==> config.mk <==
export PLATFORM = sky130hd
export DESIGN_NAME = cpu_run_ctrl
export DESIGN_NICKNAME = d
export VERILOG_FILES = /design/src/rtl/cpu_ctrl_pkg.sv /design/src/rtl/cpu_run_cycle_ctr.sv /design/src/rtl/cpu_run_ctrl.sv
export SDC_FILE = /design/constraint.sdc
export NUM_CORES = 1
export LEC_CHECK = 0
export ABC_CLOCK_PERIOD_IN_PS = 3200
export BUFFER_PORTS_ARGS = -buffer_cell sky130_fd_sc_hd__buf_4
export CORE_UTILIZATION = 55
export CTS_BUF_LIST = sky130_fd_sc_hd__clkbuf_4 sky130_fd_sc_hd__clkbuf_8
export CTS_CLUSTER_SIZE = 12
export DETAILED_ROUTE_END_ITERATION = 10
export MAX_ROUTING_LAYER = met4
export PLACE_DENSITY_LB_ADDON = 0.15
export SETUP_SLACK_MARGIN = 0.1
export SLEW_MARGIN = 20
export SYNTH_ARGS = -nofsm -noshare
export SYNTH_HDL_FRONTEND = slang
export SYNTH_SLANG_ARGS = --single-unit
==> constraint.sdc <==
create_clock -name clk -period 3.2 [get_ports clk]
set_clock_uncertainty 0.15 [all_clocks]
set_input_delay 0.48 -clock clk [delete_from_list [all_inputs] [get_ports clk]]
set_output_delay 0.48 -clock clk [all_outputs]
set_load 0.05 [all_outputs]
==> src/rtl/cpu_ctrl_pkg.sv <==
// cpu_ctrl_pkg: shared types and constants for the CPU run controller.
// Controller state encoding, interface widths and default sizing live here
// so the controller and its cycle counter agree on them.
package cpu_ctrl_pkg;

    // Controller sequencing states
    typedef enum logic [1:0] {
        ST_IDLE = 2'd0,
        ST_LOAD = 2'd1,
        ST_RUN  = 2'd2,
        ST_DONE = 2'd3
    } run_state_t;

    // Default number of program/data slots loaded per sequence
    localparam int MEM_DEPTH_DEF  = 16;
    // Default run-cycle limit before a run is declared timed out
    localparam int MAX_CYCLES_DEF = 64;

    // Interface widths
    localparam int ADDR_W  = 4;
    localparam int DATA_W  = 4;
    localparam int PROG_W  = 8;
    localparam int COUNT_W = 8;

    // Increment that sticks at all-ones instead of wrapping
    function automatic logic [COUNT_W-1:0] sat_inc(input logic [COUNT_W-1:0] value);
        if (value == '1) begin
            return value;
        end
        return value + 1'b1;
    endfunction

endpackage

==> src/rtl/cpu_run_cycle_ctr.sv <==
// cpu_run_cycle_ctr: counts enabled CPU cycles of one run.
// The count saturates at 255; limit_hit flags the enabled cycle that
// brings the count up to MAX_CYCLES.
module cpu_run_cycle_ctr
    import cpu_ctrl_pkg::*;
#(
    parameter int MAX_CYCLES = MAX_CYCLES_DEF
) (
    input  logic               clk,
    input  logic               reset,
    input  logic               clear,
    input  logic               enable,
    output logic [COUNT_W-1:0] count,
    output logic               limit_hit
);

    // Enabled-cycle counter, cleared at the start of every sequence
    always_ff @(posedge clk) begin
        if (!reset) begin
            count <= '0;
        end else if (clear) begin
            count <= '0;
        end else if (enable) begin
            count <= sat_inc(count);
        end
    end

    // Limit is reached when this enabled cycle is the MAX_CYCLES-th one
    always_comb begin
        limit_hit = enable && (count == COUNT_W'(MAX_CYCLES - 1));
    end

endmodule

==> src/rtl/cpu_run_ctrl.sv <==
// cpu_run_ctrl: loads a program/data image into the CPU store from a host
// valid/ready stream, then runs the CPU until it halts or a cycle limit
// expires.
// Build option: define CPU_RUN_SINGLE_STEP_EN to add the 'step' input,
// which gates the CPU clock enable (and the cycle count) in RUN.
module cpu_run_ctrl
    import cpu_ctrl_pkg::*;
#(
    parameter int MEM_DEPTH  = MEM_DEPTH_DEF,
    parameter int MAX_CYCLES = MAX_CYCLES_DEF
) (
    input  logic               clk,
    input  logic               reset,
    input  logic               start,
`ifdef CPU_RUN_SINGLE_STEP_EN
    input  logic               step,
`endif
    input  logic               host_valid,
    output logic               host_ready,
    input  logic [PROG_W-1:0]  host_prog,
    input  logic [DATA_W-1:0]  host_data,
    output logic               mem_we,
    output logic [ADDR_W-1:0]  mem_addr,
    output logic [PROG_W-1:0]  mem_prog,
    output logic [DATA_W-1:0]  mem_data,
    output logic               cpu_clear,
    output logic               cpu_run,
    input  logic               cpu_halt,
    output logic               busy,
    output logic               done,
    output logic               timed_out,
    output logic [COUNT_W-1:0] cycle_count
);

    run_state_t          state;
    run_state_t          state_nxt;
    logic [ADDR_W-1:0]   load_idx;
    logic                start_ok;
    logic                xfer;
    logic                last_beat;
    logic                step_ok;
    logic                limit_hit;

    // Start is only honoured while the controller is at rest
    always_comb begin
        start_ok  = start && ((state == ST_IDLE) || (state == ST_DONE));
        xfer      = host_valid && host_ready;
        last_beat = xfer && (load_idx == ADDR_W'(MEM_DEPTH - 1));
    end

    // State register
    always_ff @(posedge clk) begin
        if (!reset) begin
            state <= ST_IDLE;
        end else begin
            state <= state_nxt;
        end
    end

    // Next-state decode; halt takes priority over the cycle limit
    always_comb begin
        state_nxt = state;
        case (state)
            ST_IDLE, ST_DONE: begin
                if (start_ok) begin
                    state_nxt = ST_LOAD;
                end
            end
            ST_LOAD: begin
                if (last_beat) begin
                    state_nxt = ST_RUN;
                end
            end
            ST_RUN: begin
                if (cpu_halt || limit_hit) begin
                    state_nxt = ST_DONE;
                end
            end
            default: state_nxt = ST_IDLE;
        endcase
    end

    // State-decoded outputs, including the optional single-step gate
    always_comb begin
`ifdef CPU_RUN_SINGLE_STEP_EN
        step_ok = step;
`else
        step_ok = 1'b1;
`endif
        host_ready = (state == ST_LOAD);
        cpu_run    = (state == ST_RUN) && step_ok;
        busy       = (state == ST_LOAD) || (state == ST_RUN);
        done       = (state == ST_DONE);
    end

    // Load datapath: each accepted beat becomes a one-cycle write next cycle
    always_ff @(posedge clk) begin
        if (!reset) begin
            load_idx  <= '0;
            mem_we    <= 1'b0;
            mem_addr  <= '0;
            mem_prog  <= '0;
            mem_data  <= '0;
            cpu_clear <= 1'b0;
        end else begin
            cpu_clear <= start_ok;
            mem_we    <= xfer;
            if (start_ok) begin
                load_idx <= '0;
            end else if (xfer) begin
                load_idx <= load_idx + 1'b1;
            end
            if (xfer) begin
                mem_addr <= load_idx;
                mem_prog <= host_prog;
                mem_data <= host_data;
            end
        end
    end

    // Timeout flag: set only when the limit ends a run without a halt
    always_ff @(posedge clk) begin
        if (!reset) begin
            timed_out <= 1'b0;
        end else if (start_ok) begin
            timed_out <= 1'b0;
        end else if ((state == ST_RUN) && limit_hit && !cpu_halt) begin
            timed_out <= 1'b1;
        end
    end

    cpu_run_cycle_ctr #(
        .MAX_CYCLES (MAX_CYCLES)
    ) u_cycle_ctr (
        .clk       (clk),
        .reset     (reset),
        .clear     (start_ok),
        .enable    (cpu_run),
        .count     (cycle_count),
        .limit_hit (limit_hit)
    );

    // Protocol invariants of the controller outputs
    a_clear_single: assert property (@(posedge clk) disable iff (!reset)
        cpu_clear |=> !cpu_clear);
    a_run_in_busy: assert property (@(posedge clk) disable iff (!reset)
        cpu_run |-> busy);
    a_busy_done_excl: assert property (@(posedge clk) disable iff (!reset)
        !(busy && done));

endmodule

==> reports/metrics.yaml, run 1 <==
synth:
  ys.flop_type: "dfxtp_1"
  synth_top_cell_by_area: "dfxtp_1"
  synthTopCellsByCount: "43 x nand2_1, 33 x dfxtp_1, 16 x a21boi_0"
  ys_ff_latch: 33
  synth-edff-count: 0
  ys_async_sr_fraction_pct: 0
  synth.area.top_cells: "dfxtp_1 47%, nand2_1 11%, a21boi_0 8.5%"
  synth_cells: 158
  synth_cell_types: 32
  seq_area_frac_synth_pct: 47.0
  synth.most_common_cell: "nand2_1"
  yosys.area.top_type_share_pct: 47.0
  post_synth_instance_area_um2: 1410
  ys_warn_count: 0
  syn_avg_cell_area_um2: 8.89
  syn_nets: 180
clock_network:
  cts_max_path_buffers: 2
  clk-insertion-delay-late_ns: 0.32
  cts_resized: 0
  cts_tree: "done"
  root_buffer: "clkbuf_4"
  cts_made_buffers: 5
  clkSinkCount: 33
  post_cts_buffers: 0
  clk_pin_slew_ns: 0.09
  hold_buffers: 0
  h-tree-depth: 2
pwr:
  vdd_ir_drop_max_v: 0.000593
  p_int_mw: 0.703
  switching_share_pct: 39.9
  leakagePower_nw: 0.788
  p_comb_share_pct: 38.1
  power_frac_seq_pct: 41.2
  p_switching_mw: 0.466
  cellPowerDensity_nw_per_um2: 639
  clockPowerShare_pct: 20.7
placement:
  place_ws_ns: 1.29
  place_inst: 227
  hpwl_mm: 2.10
  routabilityCongestion: 0.826
  port_buffers: 47
critical_path:
  cp-start-kind: "flip-flop"
  r2r_cells: 6
  cp.buffers_inverters: 3
  arrival_ns: 1.40
  cp.depth: 4
  endpoint_kind: "output pin"
  crit_slowest_cell: "dfxtp_1"
  path_class: "flip-flop to output pin"
  cp_top_family: "flip-flops"
  r2r_slack_ns: 1.28
  cp.required_ns: 2.57
  critPathMaxFanout: 4
  crit_path_frequent_cell: "inv_1"
  cpPeakStageDelay_ns: 0.39
  crit_path_cell_trace: "inv_1, ha_1, inv_1, buf_4"
hold_path:
  hold_path_depth: 2
  timing.hold.worst.class: "primary input to flip-flop"
finish:
  utilization_pct: 78.8
  area_delta_synth_final_pct: 30.1
  finalNonFillerCells: 234
  regArea_um2: 661
  fillers: 164
  nNetsFinal: 228
  drive_gt1_share_pct: 29.6
  multi_input_area_um2: 706
  n_antenna_cell: 0
timing:
  fin_tns_setup_ns: 0
  tightest_slew_ns: 0.672
  fin_ws_ns: 1.17
  rsz0062_at_grt: "false"
  fmax_mhz: 491
  relSlewSlack_pct: 55.2
  fin_crit_sh_pct: 63.6
  setup_viol: 0
  finalCriticalPeriod_ns: 2.03
  hold_viol: 0
  timing.final.max_slew_violations: 0
global_route:
  grt_util_all_layers_pct: 24.2
  grt_use_met1_pct: 26.7
  grt_pass1_vias: 1106
  grt_pass1_wl_mm: 4.71
  grt_max_degree: 24
  antenna_found_initial: 0
  grt_use_met2_pct: 41.6
  met3_usage_pct: 6.38
  top_usage_layer: "met2"
  overflow: 0
die:
  fp.coreArea_um2: 2320
  rows: 17
  dieArea_um2: 2760
  die_y_um: 52.5
  boundaryPins: 48
  start_util_pct: 60.6
  fp.dieW_um: 52.5
routing:
  drt-vias-per-instance: 5.38
  route.detailed.drc: 0
  ant_nets: 0
  vias: 1260
  drtIter0Drc: 30
  wire_per_inst_um: 12.5
  routed_wl_mm: 2.92
  firstDrtPassIters: 4
run_status:
  status: "finished clean"
run:
  drv_cap: 0
-- final timing paths --
path	end	from
worst min-delay path	mem_we	host_valid
worst max-delay path	busy	state[0]
worst max register to register	load_idx[3]	state[1]
worst min register to register	mem_prog[4]	mem_prog[4]
-- cell families (layout without fill, tap and decap cells) --
family	count (synthesis)	count (layout)	share of synthesized area, %
simple gates	71	71	22.6
flops	33	33	47.0
compound gates	29	29	16.7
buf+inv	10	58	2.76
xor+xnor	7	7	4.36
fa+ha+maj	5	5	4.45
mux	3	3	2.14
-- cells in the final DEF, fill, tap and decap left out, drive strengths merged --
cell,Yosys,final
o21ai,1,1
nand4,3,3
nor2b,1,1
nor3b,1,1
inv,4,4
and3,4,4
o2111ai,1,1
nor3,1,1
o41ai,1,1
ha,5,5
xor2,5,5
a211oi,1,1
a21oi,3,3
nor2,11,11
mux2i,3,3
and4,1,1
xnor2,2,2
clkbuf,5,7
nand2b,1,1
buf,1,47
o211ai,3,3
dfxtp,33,33
a31oi,2,2
a41o,1,1
nand3,2,2
a21boi,16,16
nor4,1,1
nand2,43,43
and2,2,2
-- flip-flops by register name, summed over array words and instances, names as in the netlist --
signal,cells
cpu_clear,1
u_cycle_ctr.count,8
mem_we,1
load_idx,4
mem_prog,8
timed_out,1
state,2
mem_addr,4
mem_data,4
-- worst reg2reg max path: stages, from the launching register on --
cell,delay [ns]
dfxtp_1,0.35
inv_1,0.08
ha_1,0.24
and2_1,0.59
nand4_1,0.19
xor2_1,0.17
nor2_1,0.05
-- final cells by class --
cell class	count	area share, %
multi-input cells	115	38.6
flip-flops and latches	33	36.1
repair buffers	47	19.3
clock buffers	7	3.22
well taps	28	1.92
inverters	4	0.821
-- metal layers --
layer	routed length, um	up-vias
li1	-	627
met1	1270	596
met2	1500	35
met3	135	2
met4	18	0
met5	0	-
-- power groups by stage --
| stage | Clock [mW] | Combinational, mW | Sequential (mW) |
|---|---|---|---|
| final | 0.242 | 0.445 | 0.481 |
| after detailed placement | 0 | 0.445 | 0.491 |
| after floorplan | 0 | 0.225 | 0.589 |
| after global routing | 0.265 | 0.474 | 0.489 |
| after global placement | 0 | 0.436 | 0.487 |
| after CTS | 0.247 | 0.447 | 0.482 |
-- stage by stage --
stage               hold WS (ns)  area, um2  total power [mW]
finish                     0.259       1830              1.17
CTS                        0.247       1830              1.18
global route               0.247       1830              1.23
global placement           0.301       1770             0.923
floorplan                  0.316       1410             0.814
detailed placement         0.309       1770             0.936
(Power assumes the default switching activity.)
==> inputs of run 2 (changes only) <==
--- a/config.mk
+++ b/config.mk
@@ -5,9 +5,9 @@
 export SDC_FILE = /design/constraint.sdc
 export NUM_CORES = 1
 export LEC_CHECK = 0
-export ABC_CLOCK_PERIOD_IN_PS = 3200
+export ABC_CLOCK_PERIOD_IN_PS = 1600
 export BUFFER_PORTS_ARGS = -buffer_cell sky130_fd_sc_hd__buf_4
-export CORE_UTILIZATION = 55
+export CORE_UTILIZATION = 46
 export CTS_BUF_LIST = sky130_fd_sc_hd__clkbuf_4 sky130_fd_sc_hd__clkbuf_8
 export CTS_CLUSTER_SIZE = 12
 export DETAILED_ROUTE_END_ITERATION = 10
==> constraint.sdc (replaced) <==
create_clock -name clk -period 1.6 [get_ports clk]
set_clock_uncertainty 0.15 [all_clocks]
set_input_delay 0.24 -clock clk [delete_from_list [all_inputs] [get_ports clk]]
set_output_delay 0.24 -clock clk [all_outputs]
set_load 0.05 [all_outputs]
==> run 2 against run 1 <==
Net effect: the flow now finishes with violations (DRC, setup timing); power grew 150%; critical path depth unchanged; clock power grew to 2.8 times the previous value; count of clock-buffer cells in the layout stayed put; register-to-register slack got worse by 1.2 ns; non-clock buffer count increased by 17; highest routed layer unchanged.
==> reports/metrics.yaml, run 2 (synthesis results as in run 1) <==
run_status:
  status: "finished, violations left"
  failed_checks: "DRC, setup timing"
clock_network:
  h-tree-depth: 2  # unchanged
  root_buffer: "clkbuf_4"
  clk-insertion-delay-late_ns: 0.34  # +0.02 ns
  cts_max_path_buffers: 2  # unchanged
  cts_tree: "done"
  clkSinkCount: 33  # unchanged
  clk_pin_slew_ns: 0.09  # about the same
  cts_made_buffers: 5  # unchanged
routing:
  drt-vias-per-instance: 5.33  # -1.1%
  route.detailed.drc: 4  # +4
  wire_per_inst_um: 13.1  # +4.7%
  firstDrtPassIters: 7  # +3
  routed_wl_mm: 3.33  # +14%
  drtIter0Drc: 58  # +93%
  ant_nets: 0  # unchanged
  vias: 1358  # +7.8%
timing:
  finalCriticalPeriod_ns: 1.63
  fin_tns_setup_ns: -0.0253  # -0.0253 ns
  rsz0062_at_grt: "true"
  timing.hold.ws_ns: 0.00681  # -0.253 ns
  fin_ws_ns: -0.0253  # -1.19 ns
  timing.final.max_slew_violations: 0  # unchanged
  relSlewSlack_pct: 78.2  # +23 points
  setup_viol: 1  # +1
  fin_crit_sh_pct: 102
  fmax_mhz: 615
  hold_viol: 0  # unchanged
  tightest_slew_ns: 0.326  # -0.347 ns
global_route:
  grt_util_all_layers_pct: 21.9  # -2.3 points
  grt_max_degree: 24  # unchanged
  antenna_found_initial: 0  # unchanged
  grt_pass1_vias: 1229  # +11%
  overflow: 0  # unchanged
  grt_pass1_wl_mm: 5.26  # +12%
placement:
  place_inst: 233  # +2.6%
  placed_area_um2: 1860  # +5.3%
  place_ws_ns: 0.0318  # -1.25 ns
  routabilityCongestion: 0.819  # -0.80%
  port_buffers: 47  # unchanged
  hpwl_mm: 2.07  # -1.5%
pwr:
  vdd_ir_drop_max_v: 0.000876  # +48%
  cellPowerDensity_nw_per_um2: 1320  # +110%
  power_frac_seq_pct: 33.9  # -7.3 points
  power_mw: 2.87  # +150%
  p_comb_share_pct: 42.9  # +4.8 points
  p_int_mw: 1.81  # +160%
  leakagePower_nw: 0.924  # +17%
  p_switching_mw: 1.06  # +130%
  switching_share_pct: 36.9  # -3.0 points
  clockPowerShare_pct: 23.2  # +2.5 points
critical_path:
  critPathMaxFanout: 2  # -2
  cp-start-kind: "flip-flop"
  endpoint_kind: "output pin"
  cp.required_ns: 1.21  # -1.36 ns
  arrival_ns: 1.24  # -0.16 ns
  path_class: "flip-flop to output pin"
die:
  die_y_um: 57.3  # +9.0%
  fp.dieW_um: 57.3  # +9.0%
  start_util_pct: 49.7  # -11 points
  boundaryPins: 48  # unchanged
  fp.coreArea_um2: 2830  # +22%
  rows: 19  # +2
  dieArea_um2: 3280  # +19%
finish:
  fillers: 203  # +24%
  layout_common_cells: "54 x buf_4, 40 x nand2_1, 23 x dfxtp_1, 11 x nor2_1, 9 x a21boi_0"
  nNetsFinal: 245  # +7.5%
  stdcell_area_um2: 2180  # +19%
  utilization_pct: 77.0  # -1.9 points
  finalNonFillerCells: 255  # +9.0%
  biggestRegsByFlops: "mem_prog (8), u_cycle_ctr.count (8)"
  final_common_cell: "buf_4"
  area_delta_synth_final_pct: 54.9
  n_antenna_cell: 0  # unchanged
  drive_gt1_share_pct: 43.8  # +14 points
hold_path:
  timing.hold.worst.class: "primary input to flip-flop"
run:
  drv_cap: 0  # unchanged
run 2: cell types whose count changed in the layout (fill, tap and decap cells not counted), moves of 2 or more:
cell,previous run,this run
inv_1,4,2
dfxtp_4,0,7
dfxtp_2,0,3
buf_4,47,54
nand2_1,43,40
nand2_4,0,3
dfxtp_1,33,23
dlygate4sd3_1,0,5
a21boi_1,0,7
ha_4,0,4
ha_1,5,1
buf_8,0,4
a21boi_0,16,9
run 2: per-layer routing:
layer  wire length, um  vias up  part of all wire (%)  global-route usage (%)
met5                 0        -                     0                       -
met4                36        0                   1.1                    6.62
li1                  -      666                     -                       -
met3               147        5                   4.4                    7.48
met2              1830       40                    55                    38.0
met1              1310      647                    39                    23.5
run 2: power groups by stage:
stage          Sequential (mW)  Clock [mW]  Combinational [mW]
3_3_place_gp             0.996           0               0.960
5_1_grt                  0.982       0.725                1.30
3_5_place_dp              1.00           0               0.978
4_1_cts                  0.973       0.680                1.14
6_report                 0.974       0.666                1.23
2_1_floorplan             1.20           0               0.529
run 2: repair_timing:
item,in CTS,in global routing
hold endpoints to repair,4,1
pin swaps,5,10
setup buffers,5,4
gates resized for setup,16,19
hold buffers,4,1
setup endpoints to repair,25,33
run 2: worst paths after layout:
path                            depth (start not counted)  slack, ns                  from              endpoint
worst max-delay path                                    4      -0.03              state[0]                  busy
worst min-delay path                                    3      0.007          host_prog[3]           mem_prog[3]
worst max register to register                          5       0.06  u_cycle_ctr.count[0]  u_cycle_ctr.count[1]
worst min register to register                          2       0.31           mem_data[0]           mem_data[0]
run 2: area by class of cell:
type	instances	area [um2]	area share (%)
Multi-Input combinational cell	115	813	37.4
Sequential cell	33	691	31.7
Timing Repair Buffer	64	527	24.2
Clock buffer	7	58.8	2.70
Tap cell	31	38.8	1.78
Clock inverter	1	30.0	1.38
Inverter	4	18.8	0.862
run 2: critical path, stage by stage, from the launching register on:
cell	delay [ns]
dfxtp_4	0.36
inv_2	0.04
ha_4	0.27
clkinvlp_4	0.09
buf_8	0.15
